--- src/rtl/ahb_cmd_pkg.sv ---
// Shared types for the AHB command queue: sequencer state and the buffered command record.
// Combinational only; no storage and no handshakes.
package ahb_cmd_pkg;

   typedef enum logic [1:0] {
      IDLE  = 2'd0,
      ISSUE = 2'd1,
      WAIT  = 2'd2,
      RESP  = 2'd3
   } state_t;

   typedef struct packed {
      logic        write;
      logic        burst;
      logic        sec;
      logic [31:0] addr;
      logic [31:0] wdata;
   } cmd_t;

   localparam int CMD_W = $bits(cmd_t);

endpackage

--- src/rtl/ahb_cmd_fifo.sv ---
// Synchronous FIFO with registered occupancy; head_dat shows the oldest entry with no read latency.
// The caller gates push with !full and pop with !empty; simultaneous push and pop leave count unchanged.
module ahb_cmd_fifo #(
   parameter int DEPTH = 4,
   parameter int WIDTH = 8
) (
   input  logic                       clk,
   input  logic                       rst,
   input  logic                       push,
   input  logic [WIDTH-1:0]           push_dat,
   input  logic                       pop,
   output logic [WIDTH-1:0]           head_dat,
   output logic                       full,
   output logic                       empty,
   output logic [$clog2(DEPTH+1)-1:0] count
);

   localparam int AW = $clog2(DEPTH);
   localparam int CW = $clog2(DEPTH + 1);

   logic [WIDTH-1:0] mem [DEPTH];
   logic [AW-1:0]    wr_ptr;
   logic [AW-1:0]    rd_ptr;

   // DEPTH is a power of two, so the pointers wrap naturally.
   always_ff @(posedge clk) begin
      if (rst) begin
         wr_ptr <= '0;
         rd_ptr <= '0;
         count  <= '0;
      end else begin
         if (push) wr_ptr <= wr_ptr + 1'b1;
         if (pop)  rd_ptr <= rd_ptr + 1'b1;
         case ({push, pop})
            2'b10:   count <= count + 1'b1;
            2'b01:   count <= count - 1'b1;
            default: count <= count;
         endcase
      end
   end

   always_ff @(posedge clk) begin
      if (push) mem[wr_ptr] <= push_dat;
   end

   assign head_dat = mem[rd_ptr];
   assign full     = (count == CW'(DEPTH));
   assign empty    = (count == '0);

endmodule

--- src/rtl/ahb_cmd_queue.sv ---
// Buffers requests and runs them one at a time on the cmd_start/cmd_done handshake; start two cycles after accept.
// req_ready drops when the FIFO is full; a response is held in RESP until rsp_ready, stalling further issue.
module ahb_cmd_queue
   import ahb_cmd_pkg::*;
#(
   parameter int DEPTH   = 4,
   parameter int TIMEOUT = 255
) (
   input  logic                       hclk,
   input  logic                       hreset,
   input  logic                       req_valid,
   output logic                       req_ready,
   input  logic                       req_write,
   input  logic                       req_burst,
   input  logic [31:0]                req_addr,
   input  logic [31:0]                req_wdata,
   input  logic                       req_sec,
   output logic                       rsp_valid,
   input  logic                       rsp_ready,
   output logic [31:0]                rsp_rdata,
   output logic                       rsp_error,
   output logic                       rsp_timeout,
   output logic                       cmd_start,
   output logic                       cmd_write,
   output logic                       cmd_burst,
   output logic                       cmd_sec,
   output logic [31:0]                cmd_addr,
   output logic [31:0]                cmd_wdata,
   input  logic                       cmd_done,
   input  logic                       cmd_error,
   input  logic [31:0]                cmd_rdata,
   output logic [$clog2(DEPTH+1)-1:0] q_count,
   output logic                       busy
);

   localparam int TW = (TIMEOUT > 0) ? $clog2(TIMEOUT + 1) : 1;

   state_t        state;
   state_t        state_nxt;
   cmd_t          req_cmd;
   cmd_t          head;
   cmd_t          cur;
   logic [TW-1:0] tmr;
   logic          fifo_full;
   logic          fifo_empty;
   logic          push;
   logic          pop;
   logic          tmo_hit;

   assign req_cmd   = '{write: req_write, burst: req_burst, sec: req_sec,
                        addr: req_addr, wdata: req_wdata};
   assign req_ready = !fifo_full;
   assign push      = req_valid && req_ready;
   assign tmo_hit   = (TIMEOUT != 0) && (int'(tmr) + 1 >= TIMEOUT);
   // The head entry stays in the FIFO until its transfer finishes.
   assign pop       = (state == WAIT) && (cmd_done || tmo_hit);

   ahb_cmd_fifo #(
      .DEPTH (DEPTH),
      .WIDTH (CMD_W)
   ) u_fifo (
      .clk      (hclk),
      .rst      (hreset),
      .push     (push),
      .push_dat (req_cmd),
      .pop      (pop),
      .head_dat (head),
      .full     (fifo_full),
      .empty    (fifo_empty),
      .count    (q_count)
   );

   always_ff @(posedge hclk) begin
      if (hreset) state <= IDLE;
      else        state <= state_nxt;
   end

   always_comb begin
      state_nxt = state;
      case (state)
         IDLE:    if (!fifo_empty) state_nxt = ISSUE;
         ISSUE:   state_nxt = WAIT;
         WAIT:    if (pop) state_nxt = RESP;
         RESP:    if (rsp_ready) state_nxt = IDLE;
         default: state_nxt = IDLE;
      endcase
   end

   always_comb begin
      cmd_start = (state == ISSUE);
      rsp_valid = (state == RESP);
      busy      = (state != IDLE) || !fifo_empty;
   end

   always_ff @(posedge hclk) begin
      if (hreset) begin
         cur         <= '0;
         tmr         <= '0;
         rsp_rdata   <= '0;
         rsp_error   <= 1'b0;
         rsp_timeout <= 1'b0;
      end else begin
         if (state == IDLE && !fifo_empty) cur <= head;
         else if (pop)                     cur <= '0;

         if (state != WAIT)              tmr <= '0;
         else if (tmr != TW'(TIMEOUT))   tmr <= tmr + 1'b1;

         // A completion in the final timer cycle is reported as a normal completion.
         if (pop) begin
            rsp_error   <= cmd_done ? cmd_error : 1'b1;
            rsp_timeout <= !cmd_done;
            rsp_rdata   <= (cmd_done && !cur.write && !cmd_error) ? cmd_rdata : 32'h0;
         end else if (state == RESP && rsp_ready) begin
            rsp_error   <= 1'b0;
            rsp_timeout <= 1'b0;
            rsp_rdata   <= 32'h0;
         end
      end
   end

   assign cmd_write = cur.write;
   assign cmd_burst = cur.burst;
   assign cmd_sec   = cur.sec;
   assign cmd_addr  = cur.addr;
   assign cmd_wdata = cur.wdata;

endmodule
--- config.mk ---
export PLATFORM = sky130hd
export DESIGN_NAME = ahb_cmd_queue
export DESIGN_NICKNAME = d
export VERILOG_FILES = /design/src/rtl/ahb_cmd_pkg.sv /design/src/rtl/ahb_cmd_fifo.sv /design/src/rtl/ahb_cmd_queue.sv
export SDC_FILE = /design/constraint.sdc
export NUM_CORES = 1
export LEC_CHECK = 0
export ABC_AREA = 1
export CELL_PAD_IN_SITES_DETAIL_PLACEMENT = 1
export CELL_PAD_IN_SITES_GLOBAL_PLACEMENT = 2
export CORE_ASPECT_RATIO = 1.2
export CORE_MARGIN = 3
export CORE_UTILIZATION = 38
export CTS_BUF_LIST = sky130_fd_sc_hd__clkbuf_4 sky130_fd_sc_hd__clkbuf_8
export CTS_CLUSTER_SIZE = 20
export DETAILED_ROUTE_END_ITERATION = 8
export PLACE_DENSITY_LB_ADDON = 0.1
export SYNTH_ARGS = -nofsm -noshare
export SYNTH_HDL_FRONTEND = slang
export SYNTH_SLANG_ARGS = --single-unit
--- constraint.sdc ---
create_clock -name hclk -period 6.1 [get_ports hclk]
set_clock_uncertainty 0.05 [all_clocks]
set_input_delay 1.83 -clock hclk [delete_from_list [all_inputs] [get_ports hclk]]
set_output_delay 1.83 -clock hclk [all_outputs]
set_load 0.02 [all_outputs]
**Word-level counts from Yosys, hierarchy flattened**

Memory sizes are Yosys's and may differ from the RTL's. A register that Yosys moved wholly into a read port is not among the register bits.
Cells that the tools add are included.

- Add/sub/neg operators: 6
- Multiply operators: 0
- Divide/modulo/power cells: 0
- Order comparisons: 1
- Equal/unequal tests: 11
- Shift-type cells: 0
- Muxes and demuxes: 18
- Bitwise logic cells: 0
- Reductions and logical operators: 21

Operators by type and width:

| operator | number |
|---|---|
| 67-bit two-way mux | 2 |
| 32-bit two-way mux | 3 |
| 2-bit two-way mux | 5 |
| 8-bit by 1-bit adder with 9-bit output, second input constant | 1 |
| 9-bit by 8-bit greater-or-equal comparator with 1-bit output, second input constant | 1 |
| 8-bit by 1-bit adder with 8-bit output, second input constant | 1 |
| 8-bit inequality test, second input constant | 1 |
| 2-bit case mux with 4 select lines | 1 |
| 2-bit nonzero test | 4 |
| 2-bit == test, second input constant | 3 |
| 1-bit logical AND | 6 |
| 1-bit two-way mux | 6 |
| 3-bit case mux with 2 select lines | 1 |
| 1-bit zero test | 5 |
| 2-bit by 1-bit adder with 2-bit output, second input constant | 2 |
| 2-bit by 1-bit == test with 1-bit output, second input constant | 2 |
| 2-bit by 1-bit inequality test with 1-bit output, second input constant | 2 |
| 2-bit inequality test, second input constant | 2 |
| 3-bit by 1-bit adder with 3-bit output, second input constant | 1 |
| 3-bit == test, second input constant | 1 |
| 3-bit zero test | 1 |
| 3-bit AND reduction | 1 |
| 3-bit by 1-bit subtractor with 3-bit output, second input constant | 1 |
| 2-bit zero test | 1 |
| other kinds (2) | 3 |

- Register bits: 118
- Bits in latches: 0
- Memory bits (writable): 268
- Memory bits (read-only): 0
- Input port bits: 105
- Output and inout port bits: 108
- Word-level logic and storage cells: 71
- Memories kept: 1

Memory list:

| memory | words | width | read ports | clocked after memory_dff | write ports | RTL line | text |
|---|---|---|---|---|---|---|---|
| u_fifo.mem | 4 | 67 | 1 | 1 | 1 | ahb_cmd_fifo.sv:21 | `logic [WIDTH-1:0] mem [DEPTH];` |

**Logic depth before layout (Yosys ltp)**

- Depth after elaboration: 6
- Mapped depth: 19
- Mapped depth without buffers: 18

**Hierarchy**

Synthesis repeated with hierarchy kept, for this count alone.

- Cell total of the unflattened synthesis: 1,263
- Area, all modules: 15,549.9 sq um

By module, submodules not included:

| module | instances | cells each | area each (sq um) | seq. area each (sq um) |
|---|---|---|---|---|
| ahb_cmd_fifo | 1 | 706 | 10,381.2 | 8,227.9 |
| ahb_cmd_queue | 1 | 557 | 5,168.7 | 2,222.1 |

**Least setup slack after synthesis**

No wires, ideal clock.

- Path type: in2reg
- Start: input req_valid
- End: memory u_fifo.mem[0][0] in the netlist's numbering, enable pin
- Setup time: 0.493 ns
- Arrival: 4.813 ns
- Required time: 5.557 ns
- Setup slack: 0.744 ns
- Stages: 2
- Path buffers: 0
- Cell sequence: nand2_1 -> nor2_1

- Word-level cells in the longest chain between the ends: 3

Ends and longest elaborated chain:

| element | RTL line | text |
|---|---|---|
| start: declaration | ahb_cmd_queue.sv:11 | `input logic req_valid,` |
| 1-bit logical AND | ahb_cmd_queue.sv:53 | `assign push = req_valid && req_ready;` |
| 1-bit two-way mux | ahb_cmd_fifo.sv:43 | `if (push) mem[wr_ptr] <= push_dat;` |
| 1-bit two-way mux (not written as such) | ahb_cmd_fifo.sv:43 |  |
| end: declaration | ahb_cmd_fifo.sv:21 |  |

Every way passes these cells.

**Worst setup path in the final report**

- Start: register state[1]
- End: output busy

- Word-level cells in the longest chain between the ends: 2

Ends and longest elaborated chain:

| element | RTL line | text |
|---|---|---|
| start: declaration | ahb_cmd_queue.sv:38 | `state_t state;` |
| start signal: assignment | ahb_cmd_queue.sv:75 | `else state <= state_nxt;` |
| 2-bit nonzero test | ahb_cmd_queue.sv:92 | `busy = (state != IDLE) \|\| !fifo_empty;` |
| 1-bit logical OR | ahb_cmd_queue.sv:92 |  |
| end: declaration | ahb_cmd_queue.sv:33 | `output logic busy` |

Every way passes these cells.

==> impl_metrics.py <==
metrics = {
    "run_status": {
        "status": "finished clean",
    },
    "cts": {
        "clock_latency_ps": 580,
        "cts_buffer_depth": 3,
        "h-tree-depth": 3,
        "hold_buffers": 0,
        "cts.repair.resized": 0,
        "numCtsBuffers": 67,
        "cts_setup_buffers": 0,
        "path_clk_slew_ps": 50,
        "cts_sinks": 388,
        "cts_tree": "done",
        "cts_root_buffer": "clkbuf_8",
    },
    "sta": {
        "period_minus_slack_ps": 3930,
        "fin_setup_tns_ps": 0,
        "grt_setup_unrepaired": "false",
        "report.final.slew_viol_count": 0,
        "slew_headroom_pct": 23.5,
        "fin_crit_sh_pct": 64.4,
        "worst_pin_slew_ps": 1150,
        "fmax_mhz": 255,
        "hold_viol_final": 0,
        "finalSetupViolCount": 0,
    },
    "power_and_ir_drop": {
        "power.leakage_nw": 6.31,
        "internal_power_mw": 5.00,
        "power_mw": 7.23,
        "power.switching_mw": 2.23,
        "p_comb_share_pct": 22.9,
        "swShare_pct": 30.9,
        "ir_drop_uv": 202,
        "powerDensity_nw_per_um2": 377,
        "p_clk_share_pct": 32.5,
        "seq_power_share_pct": 44.6,
    },
    "global_routing": {
        "grt_max_degree": 97,
        "grt_overflow_total": 0,
        "grt_pass1_wl_mm": 61.0,
        "grt_pass1_vias": 10800,
        "grt.total_usage_pct": 18.0,
        "antenna_found_initial": 3,
    },
    "synth": {
        "synth.net_count": 1373,
        "synth_edf_count": 268,
        "ys_ff_latch": 388,
        "ys.flop_type": "edfxtp_1",
        "async_reset_ff_share_pct": 0,
        "synthDistinctLibCells": 31,
        "yosysSeqAreaShare_pct": 67.9,
        "postSynthAreaPerCell_um2": 12.3,
        "synthCells": 1255,
        "ys_warn_count": 0,
        "syn_area_um2": 15400,
    },
    "floorplan": {
        "rows": 80,
        "die-area_um2": 43000,
        "start_util_pct": 38.6,
        "core-area_um2": 39800,
        "ios": 213,
        "die_w_um": 190,
        "die_h_um": 226,
    },
    "detailed_routing": {
        "first_pass_iters": 5,
        "drc_errors": 0,
        "vias_per_cell": 5.06,
        "wirelength_mm": 39.3,
        "drtIter0Drc": 460,
        "ant_nets": 0,
        "wl_per_cell_um": 19.2,
        "via_count": 10400,
    },
    "critical_path": {
        "slowest_delay_ps": 610,
        "crit_fanout": 4,
        "r2r-end": "u_fifo.count[2]",
        "worstSetupStartpointType": "flip-flop",
        "critical_path_class": "flip-flop to output pin",
        "timing.rr.start": "tmr[0]",
        "path_cells": "inv_1 > ha_1 > nand4_1 > clkdlybuf4s50_1",
        "cp.required_ps": 4220,
        "r2r_slack_ps": 2930,
        "cpMaxStageDelayCell": "clkdlybuf4s50_1",
        "worstPathArrival_ps": 2050,
        "reg2reg_depth": 17,
        "crit_start": "state[1]",
        "endpoint": "busy",
        "endpoint_kind": "output pin",
    },
    "min_path": {
        "hp-class": "flip-flop to flip-flop",
    },
    "cells_and_area": {
        "areaGrowthSynthToFinish_pct": 24.8,
        "final_util_pct": 48.2,
        "insertedDiodeCount": 0,
        "final_cell_mix": "edfxtp_1, nor2_1, clkdlybuf4s50_1, nand2_1, dfxtp_1",
        "final_common_cell": "edfxtp_1",
        "drive_gt1_share_pct": 18.9,
        "finalNetCount": 1580,
    },
    "place": {
        "dp_hpwl_mm": 22.3,
        "io_buffer_count": 212,
        "place_congestion": 0.719,
    },
    "flow_run": {
        "maxCapViolCount": 0,
    },
}
## power by group through the flow
stage	combinational (mW)	sequential (mW)	clock [mW]
after floorplan	0.889	3.41	0
after global placement	1.67	3.28	0
after detailed placement	1.69	3.28	0
after CTS	1.69	3.23	2.43
after global routing	1.82	3.26	2.56
final	1.66	3.23	2.35
## cell families (layout without fill, tap and decap cells)
family / Yosys count / after routing / share of synthesized area (%)
fa+ha+maj: 13 / 13 / 1.11
xor+xnor: 1 / 1 / 0.0569
buf+inv: 123 / 385 / 4.02
simple gates: 469 / 469 / 15.0
flops: 388 / 388 / 67.9
compound gates: 261 / 261 / 11.9
## through the flow
stage / instance area [um2] / instances / hold WS [ps] / setup slack (ps)
after global placement: 17900 / 1926 / 411 / 1760
after global routing: 19200 / 2050 / 435 / 2000
after CTS: 19200 / 2050 / 426 / 2100
final: 19200 / 2050 / 421 / 2170
after detailed placement: 17900 / 1926 / 417 / 1750
after floorplan: 15400 / 1255 / 409 / 744
## area by class of cell
type,count,area [um2]
inverters,36,138
well taps,533,667
flip-flops and latches,388,10500
repair buffers,225,2220
fillers,4229,20600
clock inverters,23,143
multi-input cells,744,4370
clock buffers,101,1210
## routing by layer
metal | vias up | GRT usage [%] | part of all wire [%]
li1 | 4924 | - | -
met1 | 5125 | 23.8 | 45
met2 | 263 | 29.8 | 47
met3 | 61 | 4.42 | 5.7
met4 | 4 | 4.87 | 1.7
met5 | - | 0 | 0.066
## registers in the layout (all words and copies together), names as in the netlist, 2 cells and up, named ones only
signal / flops
tmr: 8
cmd_addr: 32
u_fifo.rd_ptr: 2
u_fifo.wr_ptr: 2
u_fifo.mem: 268
state: 2
u_fifo.count: 3
rsp_rdata: 32
cmd_wdata: 32
## worst min-delay path by stage
stage,from,to,slack (ps),cells past startpoint
6_report,rsp_rdata[4],rsp_rdata[4],420,2
5_1_grt,rsp_rdata[4],rsp_rdata[4],440,2
4_1_cts,rsp_rdata[4],rsp_rdata[4],430,2
3_5_place_dp,rsp_rdata[4],rsp_rdata[4],420,2
3_3_place_gp,rsp_rdata[16],rsp_rdata[16],410,2
2_1_floorplan,tmr[0],tmr[0],410,1
## synth_stat cells, types with 2 or more instances
cell      number  share of area, %
nand3_1       41               1.3
edfxtp_1     268                52
buf_12         8               1.0
a21oi_1       46               1.5
inv_1         34              0.83
nand3_2       71               4.6
clkbuf_1      52               1.3
o21ai_0       75               2.4
inv_2          2             0.049
a21oi_2       70               4.0
nor2_1       217               5.3
nand2_4        2              0.15
nand2_1      128               3.1
o32ai_1       67               3.8
buf_1          5              0.12
nand2_2        3              0.12
dfxtp_1      120                16
buf_2         22              0.72
ha_1          12              0.98
## worst max-delay path, delay by kind of cell (launching register included)
kind / cells / cell delay (ps)
DFF: 1 / 390
adders and majority gates: 1 / 240
and+or+nand+nor: 1 / 130
buffers and inverters: 2 / 710
(Power assumes the default switching activity.)
